===== config.mk =====
export PLATFORM = sky130hd
export DESIGN_NAME = wptr_handler
export DESIGN_NICKNAME = d
export VERILOG_FILES = /design/src/rtl/fifo_pkg.sv /design/src/rtl/b2g.sv /design/src/rtl/g2b.sv /design/src/rtl/wptr_handler.sv
export SDC_FILE = /design/constraint.sdc
export NUM_CORES = 1
export LEC_CHECK = 0
export CORE_AREA = 3 3 52 54
export CTS_CLUSTER_SIZE = 8
export DETAILED_ROUTE_END_ITERATION = 8
export DIE_AREA = 0 0 55 57
export PLACE_DENSITY = 0.68
export SYNTH_ARGS = -nofsm -noshare
export SYNTH_HDL_FRONTEND = slang
export SYNTH_SLANG_ARGS = --single-unit

===== constraint.sdc =====
create_clock -name wclk -period 3.1 [get_ports wclk]
set_clock_uncertainty 0.2 [all_clocks]
set_input_delay 0.62 -clock wclk [delete_from_list [all_inputs] [get_ports wclk]]
set_output_delay 0.62 -clock wclk [all_outputs]
set_load 0.01 [all_outputs]

===== src/rtl/fifo_pkg.sv =====
// Shared async-FIFO definitions: default geometry and Gray/binary pointer helpers.
package fifo_pkg;

    localparam int unsigned DEF_ADDR_W = 4;
    localparam int unsigned DEF_PTR_W  = DEF_ADDR_W + 1;

    function automatic logic [DEF_PTR_W-1:0] bin2gray(input logic [DEF_PTR_W-1:0] bin);
        return bin ^ (bin >> 1);
    endfunction

    function automatic logic [DEF_PTR_W-1:0] gray2bin(input logic [DEF_PTR_W-1:0] gray);
        logic [DEF_PTR_W-1:0] bin;
        for (int i = 0; i < int'(DEF_PTR_W); i++) begin
            bin[i] = ^(gray >> i);
        end
        return bin;
    endfunction

endpackage


===== src/rtl/b2g.sv =====
// Combinational binary-to-Gray converter.
module b2g #(
    parameter int unsigned W = 5
) (
    input  logic [W-1:0] bin,
    output logic [W-1:0] gray
);

    assign gray = bin ^ (bin >> 1);

endmodule


===== src/rtl/g2b.sv =====
// Combinational Gray-to-binary converter: each bin bit is the XOR of all Gray bits at or above it.
module g2b #(
    parameter int unsigned W = 5
) (
    input  logic [W-1:0] gray,
    output logic [W-1:0] bin
);

    always_comb begin
        bin = '0;
        for (int i = 0; i < int'(W); i++) begin
            bin[i] = ^(gray >> i);
        end
    end

endmodule


===== src/rtl/wptr_handler.sv =====
// Write-side pointer and status logic of the async FIFO: binary/Gray write pointers,
// RAM write address, and registered full / almost_full / level / sticky overflow.
module wptr_handler
    import fifo_pkg::*;
#(
    parameter int unsigned ADDR_W       = DEF_ADDR_W,
    parameter int unsigned AFULL_THRESH = 12
) (
    input  logic              wclk,
    input  logic              wrst,
    input  logic              w_en,
    input  logic [ADDR_W:0]   g_rptr,
    input  logic              ovf_clr,
    output logic [ADDR_W-1:0] waddr,
    output logic [ADDR_W:0]   wptr,
    output logic              w_ack,
    output logic              full,
    output logic              almost_full,
    output logic [ADDR_W:0]   wlevel,
    output logic              overflow
);

    localparam int unsigned PTR_W = ADDR_W + 1;
    // Full when the write pointer is one lap ahead: top two Gray bits inverted.
    localparam logic [PTR_W-1:0] FULL_MASK = PTR_W'(3) << (PTR_W - 2);

    logic [PTR_W-1:0] wbin;
    logic [PTR_W-1:0] wbin_next;
    logic [PTR_W-1:0] g_wptr_next;
    logic [PTR_W-1:0] rbin_sync;
    logic [PTR_W-1:0] level_next;
    logic             full_next;
    logic             almost_full_next;

    assign w_ack = w_en & ~full & ~wrst;
    assign waddr = wbin[ADDR_W-1:0];

    b2g #(.W(PTR_W)) u_b2g (
        .bin  (wbin_next),
        .gray (g_wptr_next)
    );

    g2b #(.W(PTR_W)) u_g2b (
        .gray (g_rptr),
        .bin  (rbin_sync)
    );

    always_comb begin
        wbin_next        = wbin + PTR_W'(w_ack);
        full_next        = (g_wptr_next == (g_rptr ^ FULL_MASK));
        level_next       = wbin_next - rbin_sync;
        almost_full_next = (level_next >= PTR_W'(AFULL_THRESH));
    end

    // Pointer and status registers; a blocked write leaves everything but overflow unchanged.
    always_ff @(posedge wclk) begin
        if (wrst) begin
            wbin        <= '0;
            wptr        <= '0;
            full        <= 1'b0;
            almost_full <= 1'b0;
            wlevel      <= '0;
            overflow    <= 1'b0;
        end else begin
            wbin        <= wbin_next;
            wptr        <= g_wptr_next;
            full        <= full_next;
            almost_full <= almost_full_next;
            wlevel      <= level_next;
            if (w_en && full) begin
                overflow <= 1'b1;
            end else if (ovf_clr) begin
                overflow <= 1'b0;
            end
        end
    end

endmodule


==> out/metrics.cfg, run 1 <==
[critical_path]
critPathKind = in2reg
reg2reg_slack_ns = 0.43
cp_data_required_time_ns = 3.08
start_kind = input port
cp_data_arrival_time_ns = 3.02
cp_max_fo = 3
worstSetupEndpointType = flip-flop

[cells_and_area]
drive_above_1_share = 0.319
nFillCells = 185
nNetsFinal = 160
post-route-util = 0.666
final_area_um2 = 1500
syn2layout_area_growth_pct = 64.4
diodes = 0
final_cells = 172

[clocking]
cts_max_level = 1
clock_path_buffers = 2
holdBufCountCts = 0
clock_latency_ns = 0.29
clockRootBuffer = clkbuf_4
cts.clk_slew.worst_paths_ns = 0.09
cts_buffers = 3
cts.sinks = 17
cts_tree = built

[power_and_ir_drop]
max-vdd-ir-drop_mv = 0.308
p_total_mw = 0.603
leakage_nw = 0.634
power_switching_mw = 0.178
pwr-share-comb = 0.394
p_per_area_nw_per_um2 = 402
swShare = 0.295
internal-power_mw = 0.425
pwr-share-clk = 0.198
seqPwrFrac = 0.408

[sta]
max_slew_margin = 0.792
rsz0062_at_grt = no
finalSetupViolCount = 0
fin_tns_setup_ns = 0
fin_crit_ns = 3.05
drv_slew = 0
clock.fmax_mhz = 328
worst_slew_pin_slew_ns = 0.308
min_period_over_period = 0.983
whs_ns = 0.283
final_hold_viol_count = 0
setup_ws_ns = 0.0536

[floorplan]
ioPinCount = 27
die_area_um2 = 3140
fp.coreArea_um2 = 2250
start_util = 0.405
chipHeight_um = 57
num_rows = 17
fp.dieW_um = 55

[min_path]
hold_path_class = reg2reg

[synthesis]
async_reset_ff_frac = 0
ys_types = 28
synth_fp_nets = 110
synth.yosys.warnings = 0
ys_seq_area_frac = 0.373
synth_cells = 95
syn_area_per_cell_um2 = 9.61
netlist_area_um2 = 913
ys.flop_type = dfxtp_1
synth_edf_count = 0
ys_ff_latch = 17

[global_routing]
grt.total_usage = 0.146
grt_pass1_vias = 779
grt_overflow = 0
grt_max_degree = 19
antenna_found_initial = 0
grt_pass1_wl_um = 3310

[route]
wl_per_cell_um = 12.9
wirelength_um = 2220
dr.pass1.iters = 4
drc = 0
first_iter_violations = 8
ant_nets = 0
num_vias = 835
vias_per_cell = 4.85

[placed_design]
dpl_cell_area_um2 = 1400
preCtsSetupSlack_ns = -0.311
finalWeightedCongestion = 0.764
dp_hpwl_um = 1620
place_inst = 164
portBuffers = 26

[job]
maxCapViolations = 0

[outcome]
outcome = complete, no violations

[cell usage in the layout, fill, tap and decap left out, types with 4 or more instances in the layout]
cell type	count
clkdlybuf4s50_1	23
nor2_1	13
inv_1	4
nor2b_1	6
xor2_1	6
buf_4	22
dfxtp_1	17
xnor2_1	6
[power by group through the flow]
stage               registers, mW  logic (mW)  clock network, mW
floorplan                   0.262       0.107                  0
global placement            0.250       0.213                  0
detailed placement          0.251       0.216                  0
CTS                         0.246       0.218              0.122
global route                0.249       0.263              0.131
finish                      0.246       0.238              0.119
[kinds of logic (layout without fill, tap and decap cells)]
family / count (synthesis) / in the layout / synth area share
DFF: 17 / 17 / 0.373
AOI/OAI and AO/OA: 11 / 11 / 0.0836
xor gates and xnor gates: 18 / 18 / 0.214
adders and majority gates: 6 / 6 / 0.0822
buffers and inverters: 8 / 57 / 0.0329
and+or+nand+nor: 34 / 34 / 0.204
muxes: 1 / 1 / 0.0110
[cell usage after synthesis, drive strengths merged (2+ instances only)]
cell type / n / area, um^2
a21oi: 3 / 15.0
clkbuf: 2 / 7.51
dfxtp: 17 / 340
ha: 6 / 75.1
inv: 5 / 18.8
nand2: 2 / 7.51
nand2b: 2 / 12.5
nand3: 3 / 15.0
nor2: 13 / 48.8
nor2b: 6 / 37.5
nor3b: 2 / 15.0
o21ai: 2 / 10.0
o22ai: 2 / 12.5
or3: 2 / 12.5
xnor2: 7 / 61.3
xor2: 10 / 110
[final cells by class]
cell class	instances	area, um^2	area share
timing repair buffer	48	433	0.288
tap	28	35.0	0.0233
inverter	5	18.8	0.0125
multi-input combinational	70	648	0.432
sequential	17	340	0.227
clock buffer	4	26.3	0.0175
[sequential cells by signal, indices dropped and copies added (netlist names)]
| name | count |
|---|---|
| wbin | 4 |
| full | 1 |
| overflow | 1 |
| wptr | 5 |
| wlevel | 5 |
| almost_full | 1 |
[final timing paths]
path	start	end	depth (start not counted)
setup / recovery	g_rptr[3]	almost_full$_SDFF_PP0_	10
hold / removal	overflow$_SDFFE_PP0P_	overflow$_SDFFE_PP0P_	2
setup reg to reg	full$_SDFF_PP0_	almost_full$_SDFF_PP0_	12
hold reg to reg	overflow$_SDFFE_PP0P_	overflow$_SDFFE_PP0P_	2
[what timing repair did]
item                                    4_1_cts  5_1_grt
gates resized for setup                       1       12
pin swaps                                     4       11
endpoints found under the setup margin        1        3
setup buffers                                 1        3
[critical path: stages]
cell,delay [ns]
clkdlybuf4s50_1,0.50
xnor3_2,0.38
buf_4,0.16
xor2_2,0.15
xor2_1,0.15
ha_2,0.20
or3_1,0.37
o22ai_2,0.11
xor2_1,0.24
o22ai_1,0.12
[metal layers]
metal	track usage	vias to the layer above	routed length [um]
li1	-	411	-
met1	0.170	387	899
met2	0.243	28	1180
met3	0.0235	9	78
met4	0.0833	0	63
met5	0	-	0
(Power assumes the default switching activity.)
==> inputs of run 2 (changes only) <==
--- a/config.mk
+++ b/config.mk
@@ -10,6 +10,7 @@
 export DETAILED_ROUTE_END_ITERATION = 8
 export DIE_AREA = 0 0 55 57
 export PLACE_DENSITY = 0.68
+export SKIP_LAST_GASP = 1
 export SYNTH_ARGS = -nofsm -noshare
 export SYNTH_HDL_FRONTEND = slang
 export SYNTH_SLANG_ARGS = --single-unit
==> results of run 2 <==
Final layout, timing and power as in run 1 (identical DEF).
==> inputs of run 3 (changes only) <==
--- a/config.mk
+++ b/config.mk
@@ -9,7 +9,8 @@
 export CTS_CLUSTER_SIZE = 8
 export DETAILED_ROUTE_END_ITERATION = 8
 export DIE_AREA = 0 0 55 57
-export PLACE_DENSITY = 0.68
+export GPL_TIMING_DRIVEN = 0
+export PLACE_DENSITY = 0.81
 export SKIP_LAST_GASP = 1
 export SYNTH_ARGS = -nofsm -noshare
 export SYNTH_HDL_FRONTEND = slang
==> run 3 against run 2 <==
Against the previous run: die area is the same; cell count shrank 9.3%; utilization shrank 3.3 points; critical path depth is the same; combinational power shrank 6%; register-to-register slack gained 0.02 ns; critical endpoint unchanged; clock power is essentially flat; global-route usage grew 0.69 points; highest routed layer unchanged; first-iteration DRC count grew 75%; sequential share of layout area grew 1.2 points; fmax grew 1.9%; largest power group unchanged; worst hold slack gained 0.028 ns.
==> out/metrics.cfg, run 3 (synthesized netlist as in run 1, its figures left out) <==
[sta]
max_slew_margin = 0.707  ; was 0.792
clock.fmax_mhz = 334  ; was 328 MHz
fin_crit_ns = 2.99  ; was 3.05 ns
final_hold_viol_count = 0  ; unchanged
worst_slew_pin_slew_ns = 0.438  ; was 0.308 ns
fin_tns_setup_ns = 0  ; unchanged
drv_slew = 0  ; unchanged
min_period_over_period = 0.964  ; was 0.983
finalSetupViolCount = 0  ; unchanged

[critical_path]
cpPeakStageDelay_ns = 0.50  ; about the same
worstSetupEndpointType = flip-flop  ; unchanged
start_kind = input port  ; unchanged
cp_slowest_cell = clkdlybuf4s50_1  ; unchanged
path_cells = clkdlybuf4s50_1 > xnor3_2 > xnor2_2 > ha_2 > inv_1 > ha_2 > or3_1 > o22ai_2 > xor2_2 > o22ai_1  ; was clkdlybuf4s50_1 > xnor3_2 > buf_4 > xor2_2 > xor2_1 > ha_2 > or3_1 > o22ai_2 > xor2_1 > o22ai_1
cp_data_required_time_ns = 3.08  ; about the same
cp_data_arrival_time_ns = 2.97  ; was 3.02 ns
critPathKind = in2reg  ; unchanged
path_common_cell = ha_2  ; was xor2_1
cp_max_fo = 4  ; was 3

[power_and_ir_drop]
leakage_nw = 0.563  ; was 0.634 nW
internal-power_mw = 0.412  ; was 0.425 mW
max-vdd-ir-drop_mv = 0.254  ; was 0.308 mV
swShare = 0.303  ; was 0.295
pwr-share-clk = 0.204  ; was 0.198
p_per_area_nw_per_um2 = 414  ; was 402 nW/um^2
power_switching_mw = 0.179  ; was 0.178 mW
seqPwrFrac = 0.417  ; was 0.408
pwr-share-comb = 0.378  ; was 0.394

[cells_and_area]
nNetsFinal = 144  ; was 160
regArea_um2 = 340  ; unchanged
final_cells = 156  ; was 172
nFillCells = 172  ; was 185
drive_above_1_share = 0.242  ; was 0.319
final_common_cell = clkdlybuf4s50_1  ; unchanged
largestRegisters = wlevel x5, wptr x5, wbin x4  ; unchanged
syn2layout_area_growth_pct = 56.2  ; was 64.4%
multi_input_area_um2 = 691  ; was 648 um^2
diodes = 0  ; unchanged
mostFrequentLayoutCells = clkdlybuf4s50_1 (22), dfxtp_1 (17), nor2_1 (13)  ; was clkdlybuf4s50_1 (23), buf_4 (22), dfxtp_1 (17)

[floorplan]
fp.dieW_um = 55  ; unchanged
start_util = 0.405  ; unchanged
die_area_um2 = 3140  ; unchanged
chipHeight_um = 57  ; unchanged
ioPinCount = 27  ; unchanged
fp.coreArea_um2 = 2250  ; unchanged
num_rows = 17  ; unchanged

[min_path]
hold_path_class = reg2reg  ; unchanged

[clocking]
cts.sinks = 17  ; unchanged
cts_max_level = 1  ; unchanged
clock_path_buffers = 2  ; unchanged
clockRootBuffer = clkbuf_4  ; unchanged
cts.clk_slew.worst_paths_ns = 0.10  ; was 0.09 ns
cts_buffers = 3  ; unchanged
cts_tree = built  ; unchanged
clock_latency_ns = 0.29  ; about the same

[job]
maxCapViolations = 0  ; unchanged

[route]
num_vias = 765  ; was 835
dr.pass1.iters = 5  ; was 4
ant_nets = 0  ; unchanged
wirelength_um = 2140  ; was 2220 um
drc = 0  ; unchanged
first_iter_violations = 14  ; was 8
vias_per_cell = 4.90  ; was 4.85
wl_per_cell_um = 13.7  ; was 12.9 um

[global_routing]
grt_pass1_vias = 736  ; was 779
grt_overflow = 0  ; unchanged
antenna_found_initial = 0  ; unchanged
grt.total_usage = 0.153  ; was 0.146
grt_pass1_wl_um = 3440  ; was 3310 um
grt_max_degree = 11  ; was 19

[outcome]
outcome = complete, no violations  ; unchanged

[placed_design]
dp_hpwl_um = 1490  ; was 1620 um
finalWeightedCongestion = 0.791  ; was 0.764
portBuffers = 25  ; was 26
place_inst = 148  ; was 164

## run 3: metal layers
metal / track usage / up-vias / share of wire
li1: - / 381 / -
met1: 0.178 / 356 / 0.41
met2: 0.264 / 23 / 0.53
met3: 0.0235 / 5 / 0.042
met4: 0.0729 / 0 / 0.021
met5: 0 / - / 0
## run 3: timing repair
item | 4_1_cts | 5_1_grt
pin swaps | 6 | 7
buffers inserted | 3 | 1
hold buffers | 0 | 0
endpoints found under the setup margin | 3 | 3
gates cloned | 0 | 0
gates resized for setup | 7 | 9
## run 3: stage by stage
step	cell area (um^2)	hold slack [ns]	setup WS (ns)	util	power, mW
final	1430	0.311	0.110	0.633	0.590
after global routing	1430	0.332	-0.0128	0.633	0.626
after global placement	1270	0.261	-0.431	0.565	0.438
after floorplan	990	0.293	0.000764	-	0.369
after CTS	1380	0.308	0.00496	0.610	0.569
after detailed placement	1270	0.293	-0.486	0.565	0.443
## run 3: path summary, 6_finish.rpt
check                             start                     end  slack [ns]  cells past startpoint
setup / recovery              g_rptr[2]  almost_full$_SDFF_PP0_        0.11                     10
hold / removal    overflow$_SDFFE_PP0P_   overflow$_SDFFE_PP0P_        0.31                      2
setup reg to reg        full$_SDFF_PP0_  almost_full$_SDFF_PP0_        0.45                     10
hold reg to reg   overflow$_SDFFE_PP0P_   overflow$_SDFFE_PP0P_        0.31                      2
## run 3: power groups by stage
stage / clock network, mW / registers [mW] / logic (mW)
after global placement: 0 / 0.249 / 0.188
after CTS: 0.119 / 0.247 / 0.204
after global routing: 0.131 / 0.249 / 0.246
after detailed placement: 0 / 0.251 / 0.192
after floorplan: 0 / 0.262 / 0.107
final: 0.121 / 0.246 / 0.223
## run 3: cell type report
| type | instances | share of cell area |
|---|---|---|
| plain buffers | 3 | 0.0184 |
| well taps | 28 | 0.0246 |
| clock buffers | 3 | 0.0158 |
| repair buffers | 29 | 0.202 |
| clock inverters | 1 | 0.00351 |
| multi-input cells | 70 | 0.484 |
| inverters | 5 | 0.0132 |
| flip-flops and latches | 17 | 0.239 |
## run 3: worst max-delay path, delay by kind of cell
| family | cells | cell delay, ns |
|---|---|---|
| xor gates and xnor gates | 3 | 0.76 |
| buffers and inverters | 2 | 0.55 |
| adders and majority gates | 2 | 0.42 |
| and+or+nand+nor | 1 | 0.38 |
| AOI/OAI and AO/OA | 2 | 0.24 |
